===== config.mk =====
export PLATFORM = sky130hd
export DESIGN_NAME = sample_tx
export DESIGN_NICKNAME = d
export VERILOG_FILES = /design/src/rtl/sample_pkg.sv /design/src/rtl/sample_tx_hold_timer.sv /design/src/rtl/sample_tx.sv
export SDC_FILE = /design/constraint.sdc
export NUM_CORES = 1
export LEC_CHECK = 0
export BUFFER_PORTS_ARGS = -buffer_cell sky130_fd_sc_hd__buf_2
export CAP_MARGIN = 20
export CORE_MARGIN = 2
export CORE_UTILIZATION = 49
export CTS_CLUSTER_DIAMETER = 150
export DETAILED_ROUTE_END_ITERATION = 8
export HOLD_SLACK_MARGIN = 0.1
export PLACE_DENSITY = 0.83
export SETUP_SLACK_MARGIN = 0.4
export SLEW_MARGIN = 5
export SYNTH_ARGS = -nofsm -noshare
export SYNTH_HDL_FRONTEND = slang
export SYNTH_SLANG_ARGS = --single-unit

===== constraint.sdc =====
create_clock -name clk -period 1.9 [get_ports clk]
set_clock_uncertainty 0.1 [all_clocks]
set_input_delay 0.095 -clock clk [delete_from_list [all_inputs] [get_ports clk]]
set_output_delay 0.095 -clock clk [all_outputs]
set_load 0.1 [all_outputs]

===== src/rtl/sample_pkg.sv =====
// Shared types and widths for the sample line transmitter and its change-detecting receiver.
package sample_pkg;

    localparam int unsigned SAMPLE_W = 4;
    localparam int unsigned PHASE_W  = 3;

    typedef enum logic {
        IDLE,
        HOLD
    } tx_state_t;

    typedef enum logic [PHASE_W-1:0] {
        S0, S1, S2, S3, S4, S5, S6, S7
    } rx_state_t;

endpackage


===== src/rtl/sample_tx_hold_timer.sv =====
// Down-counter that keeps the transmitter in HOLD; reports expiry when it reaches zero.
module hold_timer (
    input  logic       clk,
    input  logic       reset,
    input  logic       load,
    input  logic [7:0] load_val,
    output logic       expired
);

    logic [7:0] count;

    always_ff @(posedge clk) begin
        if (reset) begin
            count <= '0;
        end else if (load) begin
            count <= load_val;
        end else if (count != '0) begin
            count <= count - 8'd1;
        end
    end

    assign expired = (count == '0);

endmodule


===== src/rtl/sample_tx.sv =====
// Drives a toggle-tagged symbol onto sample and holds it long enough for the receiver to see it.
module sample_tx
    import sample_pkg::*;
#(
    parameter int unsigned HOLD_CYCLES = 4
) (
    input  logic                clk,
    input  logic                reset,
    input  logic                sym_valid,
    input  logic [2:0]          sym_data,
    output logic                sym_ready,
    output logic [SAMPLE_W-1:0] sample,
    output logic [PHASE_W-1:0]  phase,
    output logic                wrap_pulse,
    output logic [7:0]          sent_count
);

    tx_state_t state, next_state;
    logic      transfer;
    logic      expired;

    assign transfer = sym_valid && sym_ready;

    hold_timer u_hold_timer (
        .clk      (clk),
        .reset    (reset),
        .load     (transfer),
        .load_val (8'(HOLD_CYCLES - 1)),
        .expired  (expired)
    );

    always_ff @(posedge clk) begin
        if (reset) begin
            state <= IDLE;
        end else begin
            state <= next_state;
        end
    end

    always_comb begin
        next_state = state;
        sym_ready  = 1'b0;
        case (state)
            IDLE: begin
                sym_ready = 1'b1;
                if (sym_valid) begin
                    next_state = HOLD;
                end
            end
            HOLD: begin
                if (expired) begin
                    next_state = IDLE;
                end
            end
            default: next_state = IDLE;
        endcase
    end

    // Toggle bit guarantees a visible change on sample even for repeated data.
    always_ff @(posedge clk) begin
        if (reset) begin
            sample     <= '0;
            phase      <= '0;
            sent_count <= '0;
            wrap_pulse <= 1'b0;
        end else if (transfer) begin
            sample     <= {~sample[SAMPLE_W-1], sym_data};
            phase      <= phase + 3'd1;
            sent_count <= sent_count + 8'd1;
            wrap_pulse <= (rx_state_t'(phase) == S7);
        end else begin
            wrap_pulse <= 1'b0;
        end
    end

endmodule

==> run summary <==
ROUTE
------------------------------------------------------------------------------------------
Drt pass-1 iters ............................................................            4
Average wire per cell in the routed design ..................................      13.0 um
DRC violation count after routing ...........................................            0
Vias per cell ...............................................................         5.51
Antenna-violating nets left .................................................            0
Starting DRC count in detailed routing ......................................            9
Overall via count from detail_route .........................................         1020
Total length of routed wires ................................................      2.40 mm

JOB
------------------------------------------------------------------------------------------
Number of max-cap violations ................................................            0

SYNTHESIS
------------------------------------------------------------------------------------------
Post-synth top area share ...................................................        0.461
Number of warnings issued by yosys ..........................................            0
Gate count of the mapped netlist ............................................          123
Library cell occupying the most area in the post-synthesis netlist .......... sky130_fd_sc_hd__dfxtp_1
Net count of the mapped netlist .............................................          133
Synthesized area ............................................................ 0.00109 sq mm
Fraction of the mapped netlist area in simple logic gates ...................        0.249
Combinational family with the most area after synthesis ..................... simple AND/OR/NAND/NOR gates
Synthesized area per cell ...................................................   8.83 sq um
Flops & latches, synth ......................................................           25
Compound-Gate Fraction of Synth Area ........................................        0.161
Adder and majority cell fraction of the synthesized area ....................       0.0461
Register area share after synthesis .........................................        0.461
Distinct cells, synth .......................................................           32
Multiplexer area fraction after synthesis ...................................       0.0104
Xor-xnor portion of the synthesized cell area ...............................       0.0403
Largest cells by area after synthesis ....................................... sky130_fd_sc_hd__dfxtp_1 46%, sky130_fd_sc_hd__a21oi_1 6.9%, sky130_fd_sc_hd__ha_1 4.6%

STA
------------------------------------------------------------------------------------------
Maximum frequency from static timing analysis ...............................      626 MHz
Smallest setup slack after layout ...........................................     0.302 ns
Share of the clock period used by the worst path after layout ...............        0.841
RSZ-0062 raised after global routing ........................................         true
Total negative setup slack ..................................................         0 ns
Time the worst path needs with I/O delays and setup .........................      1.60 ns
Hold violation count in the final report ....................................            0
Final count of negative-setup-slack endpoints ...............................            0
Slew margin rel. ............................................................        0.672
Max-slew violations .........................................................            0
Transition time at the pin with the least slew margin .......................     0.495 ns

CRITICAL PATH
------------------------------------------------------------------------------------------
Worst path buffer plus inverter count .......................................            1
Highest fanout seen on the critical path ....................................            5
Critical path, cell by cell ................................................. inv_2 -> ha_4 -> or3b_4 -> or2_4 -> a211oi_2
Delay contributed by the slowest stage of the critical path .................      0.40 ns
Critical-path top delay cell ................................................ sky130_fd_sc_hd__or3b_4
Dominant delay contributor by cell family on the critical path .............. simple AND/OR/NAND/NOR gates
Type of element launching the critical path .................................     register
Worst setup path start ...................................................... u_hold_timer.count[1]
FF-to-FF Start .............................................................. u_hold_timer.count[1]
CP arrival ..................................................................      1.74 ns
Required time of the worst setup path .......................................      2.04 ns
Crit path kind ..............................................................      reg2reg
Sort of element at the end of the critical path .............................     register

PLACE
------------------------------------------------------------------------------------------
Inst Count DP ...............................................................          170
Sum of net half-perimeters after detailed placement .........................      1.42 mm
Placer's final routability congestion estimate ..............................        0.777
Total cell area at the placement stage ...................................... 0.00127 sq mm
Worst slack at placement ....................................................     0.244 ns
Total of buffers placed on input and output ports ...........................           22

GRT
------------------------------------------------------------------------------------------
Via count of the first global-routing pass ..................................          909
Global-route wire length before repair ......................................      4.04 mm
Antenna violations before repair ............................................            0
GRT overflow ................................................................            0
Pin count of the biggest net entering global routing ........................           22
Total track usage ...........................................................        0.201

LAYOUT
------------------------------------------------------------------------------------------
Cell area after layout ...................................................... 0.00146 sq mm
Final core utilization ......................................................        0.679
Fin nets ....................................................................          168
Layout cell share with drive strength beyond 1 ..............................        0.439
Post-Layout Cell Count ......................................................          185
Number of inserted diodes ...................................................            0
Area growth, synth to finish ................................................        34.3%

PWR
------------------------------------------------------------------------------------------
Leakage Power ...............................................................     0.592 nW
Worst supply voltage drop on vdd ............................................      1.04 mV
PwrDens ..................................................................... 1330 mW/mm^2

RUN STATUS
------------------------------------------------------------------------------------------
Result of the run ...........................................................    completed

CLOCKING
------------------------------------------------------------------------------------------
Total clock buffers created by CTS ..........................................            3
Clock edge transition at the registers on the reported setup and hold paths .      0.14 ns
Sinks on Clock Net ..........................................................           25
TritonCTS clock tree ........................................................         done
H-Tree Level Count ..........................................................            1
Clk_lat worst skew ..........................................................      0.32 ns
Clock root buffer master .................................................... sky130_fd_sc_hd__clkbuf_4
Clock buffer depth ..........................................................            2

FLOORPLANNING
------------------------------------------------------------------------------------------
Area of the core ............................................................ 0.00215 sq mm
Chip width ..................................................................      51.1 um
Total die area .............................................................. 0.00261 sq mm
I/O pin count ...............................................................           23
Effective utilization at floorplan ..........................................        0.506
Die boundary height .........................................................      51.1 um
Cell Rows ...................................................................           17

WORST HOLD PATH
------------------------------------------------------------------------------------------
Type of the most critical hold path .........................................      reg2reg
Hold path startpoint ........................................................    sample[0]

-- flip-flops by register name, indices dropped and copies added (netlist names) --
signal and flops:
phase 3, state 1, sent_count 8, wrap_pulse 1, u_hold_timer.count 8, sample 4
-- synth_stat cells, drive strengths merged --
library cell / number
a2111o: 1
a211oi: 2
a21oi: 15
a311oi: 1
buf: 2
clkbuf: 3
dfxtp: 25
ha: 4
inv: 4
mux2: 1
nand2: 13
nand2b: 4
nand3: 2
nand3b: 1
nand4: 2
nand4b: 2
nor2: 7
nor2b: 3
nor3: 2
nor3b: 1
nor4: 2
o21ai: 7
o21bai: 1
o31ai: 3
or2: 1
or3: 3
or3b: 1
or4: 4
or4b: 1
xnor2: 4
xor2: 1
-- logic make-up after synthesis --
family / count (synthesis)
muxes: 1
and+or+nand+nor: 49
xor gates and xnor gates: 5
DFF: 25
adders and majority gates: 4
buffers and inverters: 9
AOI/OAI and AO/OA: 30
-- what timing repair did --
item	in CTS	in global routing
pin swaps	2	3
hold buffers	5	0
gates cloned	1	0
buffers inserted	2	3
gates resized for setup	11	14
endpoints found under the hold margin	16	0
endpoints found under the setup margin	9	10
-- cell type report --
type / instances / area, sq um
Fill cell: 164 / 689
Multi-Input combinational cell: 90 / 638
Sequential cell: 25 / 532
Timing Repair Buffer: 34 / 213
Tap cell: 28 / 35.0
Clock buffer: 4 / 26.3
Inverter: 4 / 15.0
-- through the flow --
| step | power [mW] | hold slack (ns) |
|---|---|---|
| after detailed placement | 1.41 | 0.246 |
| after floorplan | 1.33 | 0.131 |
| after global routing | 2.05 | 0.390 |
| after CTS | 1.76 | 0.369 |
| after global placement | 1.39 | 0.235 |
| final | 1.94 | 0.368 |
-- layer usage --
metal	vias up	part of all wire	global-route usage
met5	-	0	0
met4	0	0.015	0.0766
met3	4	0.037	0.0380
met2	21	0.48	0.329
met1	485	0.46	0.261
li1	510	-	-
-- layout by cell type (no fill, tap or decap), drive strengths merged --
cell type    instances
nand2               13
clkbuf               4
dlygate4sd3          5
a311oi               1
xnor2                4
nand3b               1
o31ai                3
a21oi               15
o21ai                7
nor2                 7
nand2b               4
nor4                 2
nor3                 2
nand3                2
inv                  4
buf                 29
xor2                 1
nor2b                3
or2                  1
nand4                2
nand4b               2
a2111o               1
o21bai               1
nor3b                1
or4b                 1
or4                  5
or3                  3
a211oi               2
ha                   4
dfxtp               25
or3b                 1
mux2                 1
-- worst paths after layout --
kind	end	slack, ns	cells after the start
hold reg to reg	sample[0]	0.37	2
setup reg to reg	u_hold_timer.count[0]	0.30	5
hold / removal	sample[0]	0.37	2
setup / recovery	u_hold_timer.count[0]	0.30	5
-- worst reg2reg max path, stage by stage, from the launching register on --
cell and delay, ns:
sky130_fd_sc_hd__dfxtp_2 0.35, sky130_fd_sc_hd__inv_2 0.07, sky130_fd_sc_hd__ha_4 0.14, sky130_fd_sc_hd__or3b_4 0.40, sky130_fd_sc_hd__or2_4 0.25, sky130_fd_sc_hd__a211oi_2 0.21
-- power by group --
group	switching, mW	total [mW]	internal [mW]
Clock	0.158	0.241	0.0823
Sequential	0.101	0.718	0.618
Combinational	0.546	0.979	0.433
Total	0.805	1.94	1.13
Note: power is estimated with default switching activity, not from simulation.
